==> src/rtl/branch_update_scheduler.sv <==
// Buffers up to two committed branches per cycle and feeds them one per cycle to the
// tournament predictor, with history restore on mispredict and a post-reset table-init walk.
module branch_update_scheduler #(
    parameter int ADDR_WIDTH     = 32,
    parameter int G_HISTORY_BITS = 8,
    parameter int DEPTH          = 4
) (
    input  logic                      clk,
    input  logic                      rst,
    input  logic                      in0_valid,
    input  logic [ADDR_WIDTH-1:0]     in0_pc,
    input  logic [G_HISTORY_BITS-1:0] in0_ghistory,
    input  logic [2:0]                in0_pred,
    input  logic                      in0_outcome,
    input  logic                      in1_valid,
    input  logic [ADDR_WIDTH-1:0]     in1_pc,
    input  logic [G_HISTORY_BITS-1:0] in1_ghistory,
    input  logic [2:0]                in1_pred,
    input  logic                      in1_outcome,
    output logic                      in_ready,
    output logic                      upd_valid,
    output logic [ADDR_WIDTH-1:0]     upd_pc,
    output logic [G_HISTORY_BITS-1:0] upd_ghistory,
    output logic [2:0]                upd_pred,
    output logic                      upd_outcome,
    output logic                      hist_restore_valid,
    output logic [G_HISTORY_BITS-1:0] hist_restore_value,
    output logic                      init_we,
    output logic [G_HISTORY_BITS-1:0] init_index,
    output logic [31:0]               mispredict_count
);

    localparam int PTR_W   = $clog2(DEPTH);
    localparam int CNT_W   = PTR_W + 1;
    localparam int ENTRY_W = ADDR_WIDTH + G_HISTORY_BITS + 4;

    localparam logic [0:0] ST_INIT = 1'b0;
    localparam logic [0:0] ST_RUN  = 1'b1;

    localparam logic [CNT_W-1:0]          READY_MAX = CNT_W'(DEPTH - 2);
    localparam logic [G_HISTORY_BITS-1:0] INIT_LAST = '1;
    localparam logic [G_HISTORY_BITS-1:0] IDX_ONE   = G_HISTORY_BITS'(1);

    logic [0:0]                state_q, state_d;
    logic [G_HISTORY_BITS-1:0] init_index_q, init_index_d;
    logic [PTR_W-1:0]          wr_ptr_q, wr_ptr_d;
    logic [PTR_W-1:0]          rd_ptr_q, rd_ptr_d;
    logic [CNT_W-1:0]          count_q, count_d;
    logic [31:0]               mispredict_count_q, mispredict_count_d;
    logic [ENTRY_W-1:0]        mem_q [DEPTH];
    logic [ENTRY_W-1:0]        mem_d [DEPTH];

    logic               accept0, accept1, pop;
    logic [ENTRY_W-1:0] entry0, entry1, head;

    assign entry0 = {in0_pc, in0_ghistory, in0_pred, in0_outcome};
    assign entry1 = {in1_pc, in1_ghistory, in1_pred, in1_outcome};
    assign head   = mem_q[rd_ptr_q];

    // Outputs are forced idle while rst is held so a mid-operation reset never issues a stale head.
    assign in_ready  = !rst && (state_q == ST_RUN) && (count_q <= READY_MAX);
    assign upd_valid = !rst && (state_q == ST_RUN) && (count_q != '0);

    assign upd_outcome  = head[0];
    assign upd_pred     = head[3:1];
    assign upd_ghistory = head[G_HISTORY_BITS+3:4];
    assign upd_pc       = head[ENTRY_W-1 -: ADDR_WIDTH];

    assign hist_restore_valid = upd_valid && (upd_pred[2] != upd_outcome);
    assign hist_restore_value = {upd_ghistory[G_HISTORY_BITS-2:0], upd_outcome};

    assign init_we          = (state_q == ST_INIT);
    assign init_index       = init_index_q;
    assign mispredict_count = mispredict_count_q;

    assign accept0 = in_ready && in0_valid;
    assign accept1 = in_ready && in1_valid;
    assign pop     = upd_valid;

    always_comb begin
        state_d      = state_q;
        init_index_d = init_index_q;
        if (state_q == ST_INIT) begin
            if (init_index_q == INIT_LAST) begin
                state_d      = ST_RUN;
                init_index_d = '0;
            end else begin
                init_index_d = init_index_q + IDX_ONE;
            end
        end
    end

    // in1 lands directly behind in0 when both are taken, or at the tail alone when only in1 is valid.
    always_comb begin
        mem_d = mem_q;
        if (accept0) begin
            mem_d[wr_ptr_q] = entry0;
        end
        if (accept1) begin
            mem_d[wr_ptr_q + PTR_W'(accept0)] = entry1;
        end
        wr_ptr_d           = wr_ptr_q + PTR_W'(accept0) + PTR_W'(accept1);
        rd_ptr_d           = rd_ptr_q + PTR_W'(pop);
        count_d            = count_q + CNT_W'(accept0) + CNT_W'(accept1) - CNT_W'(pop);
        mispredict_count_d = mispredict_count_q + 32'(hist_restore_valid);
    end

    always_ff @(posedge clk) begin
        if (rst) begin
            state_q            <= ST_INIT;
            init_index_q       <= '0;
            wr_ptr_q           <= '0;
            rd_ptr_q           <= '0;
            count_q            <= '0;
            mispredict_count_q <= '0;
        end else begin
            state_q            <= state_d;
            init_index_q       <= init_index_d;
            wr_ptr_q           <= wr_ptr_d;
            rd_ptr_q           <= rd_ptr_d;
            count_q            <= count_d;
            mispredict_count_q <= mispredict_count_d;
        end
    end

    always_ff @(posedge clk) begin
        mem_q <= mem_d;
    end

endmodule

==> config.mk <==
export PLATFORM = sky130hd
export DESIGN_NAME = branch_update_scheduler
export DESIGN_NICKNAME = d
export VERILOG_FILES = /design/src/rtl/branch_update_scheduler.sv
export SDC_FILE = /design/constraint.sdc
export NUM_CORES = 1
export LEC_CHECK = 0
export ABC_AREA = 1
export BUFFER_PORTS_ARGS = -buffer_cell sky130_fd_sc_hd__buf_2
export CAP_MARGIN = 20
export CORE_MARGIN = 1.5
export CORE_UTILIZATION = 55
export DETAILED_ROUTE_END_ITERATION = 16
export PLACE_DENSITY = 0.88
export SETUP_SLACK_MARGIN = 0.02
export SKIP_LAST_GASP = 1
export SYNTH_ARGS = -nofsm -noshare
export SYNTH_HDL_FRONTEND = slang
export SYNTH_SLANG_ARGS = --single-unit
==> constraint.sdc <==
create_clock -name clk -period 3.8 [get_ports clk]
set_input_delay 0.19 -clock clk [delete_from_list [all_inputs] [get_ports clk]]
set_output_delay 0.19 -clock clk [all_outputs]
set_load 0.005 [all_outputs]
==> impl_metrics.tcl <==
set metrics [dict create \
    dieWidth_um 164 \
    clk_path_buf_depth 3 \
    start_util 0.563 \
    hpwl_um 28600 \
    grt_start_max_net_pins 174 \
    switching_share 0.268 \
    setup_viol 0 \
    drt-initial-drc-count 2653 \
    period_needed_ps 3180 \
    p_comb_frac 0.136 \
    ant_nets 0 \
    hold_violations 0 \
    ys_warn_count 0 \
    clockPowerShare 0.426 \
    final_cell_mix "717 x nand2_1, 682 x nor2_1, 224 x o21ai_0" \
    timing.fmax_mhz 315 \
    p_sw_mw 1.63 \
    grt_antenna_before_repair 3 \
    synthesis.area_um2 14300 \
    p_seq_frac 0.438 \
    max-cap-violations 0 \
    rsz0062_at_grt "false" \
    timing.setup.tns_ps 0 \
    clock_sinks 224 \
    dpl_worst_slack_ps 749 \
    rows 58 \
    worstHoldPathType "in -> reg" \
    cp.required_ps 4270 \
    syn_area_per_cell_um2 5.70 \
    htreeDepth 1 \
    fin_ws_ps 625 \
    synth.yosys.seq_area_share 0.315 \
    grt_pass1_wl_um 77500 \
    fp.dieArea_um2 26900 \
    core_area_um2 25300 \
    clock_latency_ps 530 \
    grt.total_usage 0.352 \
    io_pins 188 \
    reg2reg_depth 15 \
    drc 0 \
    fp.dieH_um 164 \
    final_cells 2967 \
    end_kind "register" \
    cts-root-buf "clkbuf_16" \
    drive_above_1_share 0.110 \
    leakage_nw 8.37 \
    synth-seq-cells 224 \
    finalNetCount 2719 \
    grt_pass1_vias 15795 \
    worst_slew_pin_slew_ps 1000 \
    syn_nets 2603 \
    vias 17266 \
    maxSlewViolCount 0 \
    vias_per_cell 5.82 \
    powerDensity_nw_per_um2 369 \
    dp_cells 2874 \
    syn_inst 2501 \
    ir_worst_vdd_uv 334 \
    final.setup_skew_ps 6.81 \
    grt_overflow 0 \
    firstDrtPassIters 7 \
    cellInternalPower_mw 4.46 \
    finalCritPeriodShare 0.836 \
    gp_congestion 0.914 \
    arrival_ps 3640 \
    area_growth_syn_to_layout_pct 15.9 \
    slew_headroom 0.332 \
    path_class "reg -> reg" \
    final_common_cell "nand2_1" \
    drt-total-wl_um 48700 \
    critical_path.max_fanout 36 \
    critPathLaunchType "register" \
    hold_slack_ps 40.5 \
    io_buffer_count 187 \
    clkTransAtPathRegs_ps 60 \
    cts_setup_buffers 0 \
    routedWlPerCell_um 16.4 \
    status "complete, no violations" \
    synth_cell_types 29 \
    numCtsBuffers 27 \
    holdPathStages 5 \
    cts_tree "yes" \
]
-- cells by family after synthesis --
family	share of synthesized area
compound gates	0.112
xor+xnor	0.00676
fa+ha+maj	0.00983
buf+inv	0.0830
flops	0.315
simple gates	0.473
-- synthesized netlist by cell type, drive strengths merged --
cell / count / share of area
clkbuf: 95 / 0.025
o21a: 5 / 0.0026
dfxtp: 224 / 0.31
buf: 87 / 0.033
or2: 2 / 0.00088
nand4: 55 / 0.024
ha: 8 / 0.0070
a21oi: 27 / 0.010
o21ai: 224 / 0.079
inv: 95 / 0.025
nor2: 689 / 0.18
nor3: 4 / 0.0014
nand3: 194 / 0.070
fa: 2 / 0.0028
clkinv: 1 / 0.00026
o211ai: 3 / 0.0016
xor2: 7 / 0.0043
a31oi: 1 / 0.00044
xnor2: 4 / 0.0025
o22ai: 43 / 0.019
nand2: 721 / 0.19
nand3b: 10 / 0.0053
-- sequential cells by signal (all words and copies together), names as in the netlist --
| name | count |
|---|---|
| state_q | 1 |
| mem_q | 176 |
| init_index | 8 |
| wr_ptr_q | 2 |
| rd_ptr_q | 2 |
| mispredict_count | 32 |
| count_q | 3 |
-- critical path, cell delays in order, from the launching register on --
cell     delay (ps)
dfxtp_1         330
inv_1            90
ha_1            200
inv_1           130
nand2_2         320
nand3_4         190
inv_1            50
ha_1            190
inv_1            70
nand2_1          60
nand2_1         310
inv_1           140
nand3_2         250
buf_4           520
nor2_1          100
nor2_1          130
-- per-stage QoR --
stage / power, mW / util / instance area [um2]
after floorplan: 3.20 / - / 14300
after global placement: 3.45 / 0.600 / 15200
after detailed placement: 3.49 / 0.600 / 15200
after CTS: 6.09 / 0.652 / 16500
after global routing: 6.34 / 0.652 / 16500
final: 6.10 / 0.652 / 16500
-- power groups by stage --
stage / clock (mW) / sequential, mW / combinational [mW]
global route: 2.70 / 2.69 / 0.946
CTS: 2.61 / 2.67 / 0.815
finish: 2.60 / 2.67 / 0.827
detailed placement: 0 / 2.71 / 0.771
floorplan: 0 / 2.68 / 0.521
global placement: 0 / 2.71 / 0.743
-- worst paths after layout --
check                             startpoint                               to  slack, ps
max                    count_q[1]$_SDFF_PP0_                mem_q[38]$_DFF_P_        620
min                              in0_outcome               mem_q[132]$_DFF_P_         40
max reg2reg            count_q[1]$_SDFF_PP0_                mem_q[38]$_DFF_P_        620
min reg2reg  mispredict_count[31]$_SDFF_PP0_  mispredict_count[31]$_SDFF_PP0_        480
-- routing by layer --
| layer | GRT usage | vias to the layer above | routed length, um |
|---|---|---|---|
| met1 | 0.455 | 7698 | 18700 |
| met2 | 0.573 | 1195 | 22200 |
| met4 | 0.161 | 2 | 1700 |
| met3 | 0.0601 | 180 | 6130 |
| li1 | - | 8191 | - |
| met5 | 0 | - | 13 |
-- cell type report --
class                   count  area (um2)
fillers                  2263        8810
multi-input cells        1999        8640
flip-flops and latches    224        4490
repair buffers            269        1730
clock buffers              40         795
well taps                 330         413
inverters                  96         360
clock inverters             6        80.1
diodes                      3        7.51
-- repair_timing --
item                      4_1_cts  5_1_grt
hold endpoints to repair      176        0
resized for setup               0        0
hold buffers                   44        0
No activity file was read; power rests on OpenSTA's default activity.
